**src/rtl/muldiv_pkg.sv**
```systemverilog
// rtl/muldiv_pkg.sv - shared opcode, state and iteration constants for the EX mul/div unit
package muldiv_pkg;

  localparam int ITER_COUNT = 32;

  typedef enum logic [2:0] {
    OP_NONE  = 3'b000,
    OP_MULT  = 3'b001,
    OP_MULTU = 3'b010,
    OP_DIV   = 3'b011,
    OP_DIVU  = 3'b100,
    OP_MTHI  = 3'b101,
    OP_MTLO  = 3'b110,
    OP_NONE7 = 3'b111
  } op_e;

  typedef enum logic [1:0] {
    IDLE = 2'b00,
    RUN  = 2'b01,
    FIX  = 2'b10
  } state_e;

endpackage

```
**src/rtl/ex_muldiv_if.sv**
```systemverilog
// rtl/ex_muldiv_if.sv - ID/EX operand bundle and HI/LO result bus of the mul/div unit
interface ex_muldiv_if #(
  parameter int msb = 31
);
  logic         in_valid;
  logic [2:0]   in_op;
  logic [msb:0] in_rs_data;
  logic [msb:0] in_rt_data;
  logic         flush;
  logic         out_busy;
  logic         out_done;
  logic [msb:0] out_hi;
  logic [msb:0] out_lo;

  modport master (
    output in_valid, in_op, in_rs_data, in_rt_data, flush,
    input  out_busy, out_done, out_hi, out_lo
  );

  modport slave (
    input  in_valid, in_op, in_rs_data, in_rt_data, flush,
    output out_busy, out_done, out_hi, out_lo
  );
endinterface

```
**src/rtl/muldiv_step.sv**
```systemverilog
// rtl/muldiv_step.sv - one combinational shift-add (multiply) or restoring shift-subtract (divide) step
module muldiv_step #(
  parameter int msb = 31
) (
  input  logic [msb:0] acc,
  input  logic [msb:0] opd,
  input  logic         div_mode,
  input  logic         sel,
  output logic [msb:0] acc_next,
  output logic         bit_next
);

  logic [msb+1:0] sum;
  logic [msb+1:0] shifted;
  logic [msb+1:0] diff;

  // Multiply: sel is the multiplier LSB, bit_next feeds the product low half from the top.
  // Divide: sel is the next dividend bit, bit_next is the quotient bit; diff MSB is the borrow.
  always_comb begin
    sum      = {1'b0, acc} + {1'b0, opd};
    shifted  = {acc, sel};
    diff     = shifted - {1'b0, opd};
    acc_next = acc;
    bit_next = 1'b0;
    if (div_mode) begin
      if (!diff[msb+1]) begin
        acc_next = diff[msb:0];
        bit_next = 1'b1;
      end else begin
        acc_next = shifted[msb:0];
        bit_next = 1'b0;
      end
    end else if (sel) begin
      acc_next = sum[msb+1:1];
      bit_next = sum[0];
    end else begin
      acc_next = {1'b0, acc[msb:1]};
      bit_next = acc[0];
    end
  end

endmodule

```
**src/rtl/ex_muldiv.sv**
```systemverilog
// rtl/ex_muldiv.sv - iterative MULT/MULTU/DIV/DIVU unit holding the architectural HI/LO registers
module ex_muldiv
  import muldiv_pkg::*;
#(
  parameter int msb = ITER_COUNT - 1
) (
  input  logic        clk,
  input  logic        reset,
  input  logic        db_ena,
  ex_muldiv_if.slave  bus
);

  localparam int W  = msb + 1;
  localparam int CW = $clog2(W);

  state_e          state;
  logic [CW-1:0]   cnt;
  logic [msb:0]    acc;
  logic [msb:0]    mq;
  logic [msb:0]    opd;
  logic [msb:0]    hi;
  logic [msb:0]    lo;
  logic            is_div;
  logic            neg_res;
  logic            neg_rem;
  logic            busy;
  logic            done;

  op_e             op;
  logic            op_signed;
  logic            op_div;
  logic            rt_zero;
  logic [msb:0]    rs_mag;
  logic [msb:0]    rt_mag;
  logic [msb:0]    acc_next;
  logic            bit_next;
  logic            step_sel;
  logic [2*W-1:0]  prod;
  logic [2*W-1:0]  prod_neg;

  always_comb begin
    op        = op_e'(bus.in_op);
    op_signed = (op == OP_MULT) || (op == OP_DIV);
    op_div    = (op == OP_DIV) || (op == OP_DIVU);
    rt_zero   = (bus.in_rt_data == '0);
    rs_mag    = (op_signed && bus.in_rs_data[msb]) ? -bus.in_rs_data : bus.in_rs_data;
    rt_mag    = (op_signed && bus.in_rt_data[msb]) ? -bus.in_rt_data : bus.in_rt_data;
    step_sel  = is_div ? mq[msb] : mq[0];
    prod      = {acc, mq};
    prod_neg  = -prod;
  end

  muldiv_step #(.msb(msb)) u_step (
    .acc      (acc),
    .opd      (opd),
    .div_mode (is_div),
    .sel      (step_sel),
    .acc_next (acc_next),
    .bit_next (bit_next)
  );

  always_ff @(posedge clk or posedge reset) begin
    if (reset) begin
      state   <= IDLE;
      cnt     <= '0;
      acc     <= '0;
      mq      <= '0;
      opd     <= '0;
      hi      <= '0;
      lo      <= '0;
      is_div  <= 1'b0;
      neg_res <= 1'b0;
      neg_rem <= 1'b0;
      busy    <= 1'b0;
      done    <= 1'b0;
    end else if (db_ena) begin
      done <= 1'b0;
      case (state)
        IDLE: begin
          if (bus.in_valid && !bus.flush) begin
            case (op)
              OP_MTHI: hi <= bus.in_rs_data;
              OP_MTLO: lo <= bus.in_rs_data;
              OP_MULT, OP_MULTU, OP_DIV, OP_DIVU: begin
                busy   <= 1'b1;
                is_div <= op_div;
                opd    <= rt_mag;
                // Divide by zero bypasses RUN: FIX then passes acc/mq straight to HI/LO.
                if (op_div && rt_zero) begin
                  acc     <= bus.in_rs_data;
                  mq      <= '1;
                  neg_res <= 1'b0;
                  neg_rem <= 1'b0;
                  cnt     <= '0;
                  state   <= FIX;
                end else begin
                  acc     <= '0;
                  mq      <= rs_mag;
                  neg_res <= op_signed && (bus.in_rs_data[msb] ^ bus.in_rt_data[msb]);
                  neg_rem <= op_signed && bus.in_rs_data[msb];
                  cnt     <= CW'(msb);
                  state   <= RUN;
                end
              end
              default: ;
            endcase
          end
        end
        RUN: begin
          if (bus.flush) begin
            busy  <= 1'b0;
            state <= IDLE;
          end else begin
            acc <= acc_next;
            mq  <= is_div ? {mq[msb-1:0], bit_next} : {bit_next, mq[msb:1]};
            if (cnt == '0) state <= FIX;
            else           cnt   <= cnt - 1'b1;
          end
        end
        FIX: begin
          if (bus.flush) begin
            busy  <= 1'b0;
            state <= IDLE;
          end else begin
            if (is_div) begin
              lo <= neg_res ? -mq : mq;
              hi <= neg_rem ? -acc : acc;
            end else begin
              {hi, lo} <= neg_res ? prod_neg : prod;
            end
            done  <= 1'b1;
            busy  <= 1'b0;
            state <= IDLE;
          end
        end
        default: begin
          busy  <= 1'b0;
          state <= IDLE;
        end
      endcase
    end
  end

  assign bus.out_busy = busy;
  assign bus.out_done = done;
  assign bus.out_hi   = hi;
  assign bus.out_lo   = lo;

endmodule

```
**src/flat_wrapper.sv**
```systemverilog
// flat-port wrapper written by rule: the top's interface ports become plain ports
module ex_muldiv_flat import muldiv_pkg::*;
#(
  parameter int msb = ITER_COUNT - 1
)
  (clk, reset, db_ena, bus_in_valid, bus_in_op, bus_in_rs_data, bus_in_rt_data, bus_flush, bus_out_busy, bus_out_done, bus_out_hi, bus_out_lo);
  ex_muldiv_if #(.msb(msb)) bus_i ();
  input  logic clk;
  input  logic reset;
  input  logic db_ena;
  input wire logic [$bits(bus_i.in_valid)-1:0] bus_in_valid;
  input wire logic [$bits(bus_i.in_op)-1:0] bus_in_op;
  input wire logic [$bits(bus_i.in_rs_data)-1:0] bus_in_rs_data;
  input wire logic [$bits(bus_i.in_rt_data)-1:0] bus_in_rt_data;
  input wire logic [$bits(bus_i.flush)-1:0] bus_flush;
  output wire logic [$bits(bus_i.out_busy)-1:0] bus_out_busy;
  output wire logic [$bits(bus_i.out_done)-1:0] bus_out_done;
  output wire logic [$bits(bus_i.out_hi)-1:0] bus_out_hi;
  output wire logic [$bits(bus_i.out_lo)-1:0] bus_out_lo;
  assign bus_i.in_valid = bus_in_valid;
  assign bus_i.in_op = bus_in_op;
  assign bus_i.in_rs_data = bus_in_rs_data;
  assign bus_i.in_rt_data = bus_in_rt_data;
  assign bus_i.flush = bus_flush;
  assign bus_out_busy = bus_i.out_busy;
  assign bus_out_done = bus_i.out_done;
  assign bus_out_hi = bus_i.out_hi;
  assign bus_out_lo = bus_i.out_lo;
  ex_muldiv #(.msb(msb)) u_core (.clk(clk), .reset(reset), .db_ena(db_ena), .bus(bus_i));
endmodule
```
**config.mk**
```make
export PLATFORM = sky130hd
export DESIGN_NAME = ex_muldiv_flat
export DESIGN_NICKNAME = d
export VERILOG_FILES = /design/src/rtl/muldiv_pkg.sv /design/src/rtl/ex_muldiv_if.sv /design/src/rtl/muldiv_step.sv /design/src/rtl/ex_muldiv.sv /design/src/flat_wrapper.sv
export SDC_FILE = /design/constraint.sdc
export NUM_CORES = 1
export LEC_CHECK = 0
export CAP_MARGIN = 20
export CORE_MARGIN = 4
export CORE_UTILIZATION = 45
export CTS_CLUSTER_SIZE = 24
export DETAILED_ROUTE_END_ITERATION = 10
export SKIP_CTS_REPAIR_TIMING = 1
export SYNTH_ARGS = -nofsm -noshare
export SYNTH_HDL_FRONTEND = slang
export SYNTH_SLANG_ARGS = --single-unit
```
**constraint.sdc**
```tcl
create_clock -name clk -period 6.5 [get_ports clk]
set_clock_uncertainty 0.15 [all_clocks]
set_input_delay 0.65 -clock clk [delete_from_list [all_inputs] [get_ports clk]]
set_output_delay 0.65 -clock clk [all_outputs]
set_load 0.1 [all_outputs]
```
==> results.md <==
- Status: complete, no violations
- Top post-synthesis cells by area: dfrtp_1, nand2_1, xnor2_1
- DIE AREA: 0.0363 mm^2
- Main combinational cell family by area after synthesis: compound AO/OA/AOI/OAI gates
- Worst reg2reg startpoint: u_core.is_div
- Synth warn: 0
- Critical path class: register to register
- Worst path required time: 6690 ps
- DP HPWL: 38800 um
- GR Util met1: about two fifths
- CP endpoint kind: register
- Reg2reg end: u_core.acc[22]
- Hold Path Stages: 1
- Multiplexer share of the synthesized area: 4.43%
- Critical Path AT: approximately 5300 ps
- Syn Nets: approximately 2100
- # DRC: 0
- CP Launch Type: register
- Top cell type's share of synthesized area: 28.7%
- Hold Crit Start: u_core.bus.out_lo[9]
- Fin. max-slew vios: 0
- Sequential element share of the synthesized area: 28.7%
- Simple-Gate Fraction of Synth Area: 18.6%
- Die H: 191 um
- Yosys reg bits: 172
- Fin crit share: around four fifths
- GRT Total Usage: 27.8%
- Dominant synthesized flop cell: dfrtp_1
- Gr busiest metal: met2
- Initial antenna violation count: 0
- R2R cell count: 15
- Cells after synthesis: 1922
- Layout cells sized above 1: 4.86%
- Crit path largest cell delay: 730 ps
- Final hold viol count: 0
- CTS buffer count: 17
- Clk_lat worst skew: 460 ps
- Vias per cell: 6.04
- Initial drt markers: 1184
- Most common cell after layout, fill and taps aside: nand2_1
- Layout Cells excl Fill: 2419
- R2R Setup Slk: 1430 ps
- Syn_area_per_cell: 7.80 um^2
- Async S/R FF share, synth: between 90% and 100%
- FF+latch area: approximately 0.0043 mm^2
- Slowest CP cell: xor2_4
- Final net count: 2108
- Post-DRT Antenna Nets: 0
- CP Max Fanout: 29
- Num rows: between 60 and 70
- Largest net degree at the start of global routing: 78
- Worst Tran Pin Value: 1070 ps
- Number of synthesized flops with an enable pin: 0
- Clock Path Buffers: 2
- Cell area after synthesis: around 0.015 mm^2
- Min cycle time layout: 5070 ps
- LEAKAGE: 0.00762 uW
- Pre-Repair DR Iteration Count: 5
- Final setup TNS: 0 ps
- Core area: 0.0327 mm^2
- Htree depth: 4
- Area grow syn2layout: 15.1%
- Adder-cell area share of the yosys netlist: slightly above 6%
- Max Cap Viol: 0
- Post-Route WL: 51000 um
- Most frequent cells in the layout: nand2_1, a21oi_1, o21ai_0, dfrtp_1, nor2_1
- Initial core utilization: 45.9%
- Met2 Use GR: 44.4%
- Clock slew at reported path FFs: 70 ps
- Netlist cell types: 82
- DR WL/cell: around 21 um
- Area leader, netlist: dfrtp_1
- Crit-path cells: nor2_1 > a21oi_1 > ha_1 > fa_1 > nand2b_1 > a21oi_1 > o211ai_2 > o211a_1 > nor4_1 > o41ai_2 > xor2_4 > buf_12 > mux2i_1 > a21oi_1 > a211o_1
- Worst vdd ir: ~0.29 mV
- Worst Hold End: u_core.bus.out_lo[9]
- Fill cell count: 3246
- GRT overflow: 0
- Fmax: 197 MHz
- Via Count: 14620
- Xor/xnor share of the synthesized area: 10.2%
- Final setup vio count: 0
- IO buf count: 137
- Die width: 191 um
- Max_slew headroom: 28.2%
- Pwr dens: 455 mW/mm^2
- Unrepaired setup endpoints after global routing: no
- Most used cell, CP: a21oi_1
- Clock Root Buffer: clkbuf_16
- CTS tree: done
- Met3 usage: 3.20%
- HP Class: register to register
- # IOs: 138
- First-pass GRT wire length: 79300 um
- Sink Count: about 170
- RePlAce Congestion: 0.912
- Multi-input gate area: approximately 0.01 mm^2
- Compound-gate portion of the synthesized area: 26.7%
- Vias in the first global route: 13672
- Dpl cells: 2387
-- cell families (layout without fill, tap and decap cells) --
logic type | count (synthesis) | count (layout)
other | 0 | 1
flip-flops | 172 | 172
buffers and inverters | 201 | 255
XOR/XNOR | 174 | 174
AND/OR/NAND/NOR | 610 | 610
AO/OA/AOI/OAI | 628 | 628
multiplexers | 65 | 65
adder cells (fa/ha/maj) | 72 | 72
-- cells in the mapped netlist (all sizes together) (50+ instances only) --
master	n
nand2	250
o21ai	183
a21oi	172
dfrtp	172
nor2	159
clkbuf	115
xnor2	102
xor2	72
ha	70
inv	67
mux2i	54
a21o	50
-- layer usage --
metal,vias to the layer above,wire length (um)
met5,-,0
li1,7010,-
met1,7028,23600
met2,503,23100
met3,79,2890
met4,0,1450
-- sequential cells by signal, indices dropped and copies added (netlist names) --
register / flops
u_core.acc: 32
u_core.bus.out_hi: 32
u_core.bus.out_lo: 32
u_core.mq: 32
u_core.opd: 32
u_core.cnt: 5
u_core.state: 2
u_core.bus.out_busy: 1
u_core.bus.out_done: 1
u_core.is_div: 1
u_core.neg_rem: 1
u_core.neg_res: 1
-- through the flow --
step | power (uW) | hold WS, ps | instance area (um^2) | utilization, % | setup WS (ps)
6_report | 7860 | 325 | 17300 | 52.8 | 1430
3_5_place_dp | 6690 | 315 | 16600 | 50.9 | 1480
3_3_place_gp | 6670 | 310 | 16600 | 50.8 | 1570
2_1_floorplan | 5440 | 309 | 15000 | - | 1040
5_1_grt | 8350 | 348 | 17300 | 52.8 | 1170
4_1_cts | 7820 | 331 | 17300 | 52.8 | 1450
-- critical path, delay by kind of cell (launching register included) --
family	cells	cell delay (ps)
AO/OA/AOI/OAI	7	1320
XOR/XNOR	1	730
adder cells (fa/ha/maj)	2	630
buffers and inverters	1	260
flip-flops	1	620
multiplexers	1	210
AND/OR/NAND/NOR	3	1010
-- final cells by class --
type	instances	share of cell area (%)
Timing Repair Buffer	157	9.00
Sequential cell	172	25.0
Multi-Input combinational cell	1549	57.8
Antenna cell	1	0.0145
Clock buffer	20	2.65
Inverter	67	1.49
Clock inverter	11	0.906
Tap cell	442	3.20
-- how the worst max path moves through the flow --
stage,slack [ps],end,startpoint
final,1430,u_core.acc[22],u_core.is_div
after global routing,1170,u_core.acc[29],u_core.is_div
after CTS,1450,u_core.acc[22],u_core.is_div
after detailed placement,1480,u_core.acc[22],u_core.is_div
after global placement,1570,u_core.acc[29],u_core.is_div
after floorplan,1040,u_core.acc[0],reset
-- power breakdown --
group / internal (uW) / switching [uW] / total (uW)
clock network: 629 / 481 / 1110
logic: 1700 / 3110 / 4810
registers: 1410 / 527 / 1940
total: 3750 / 4110 / 7860
Note: power is estimated with default switching activity, not from simulation.
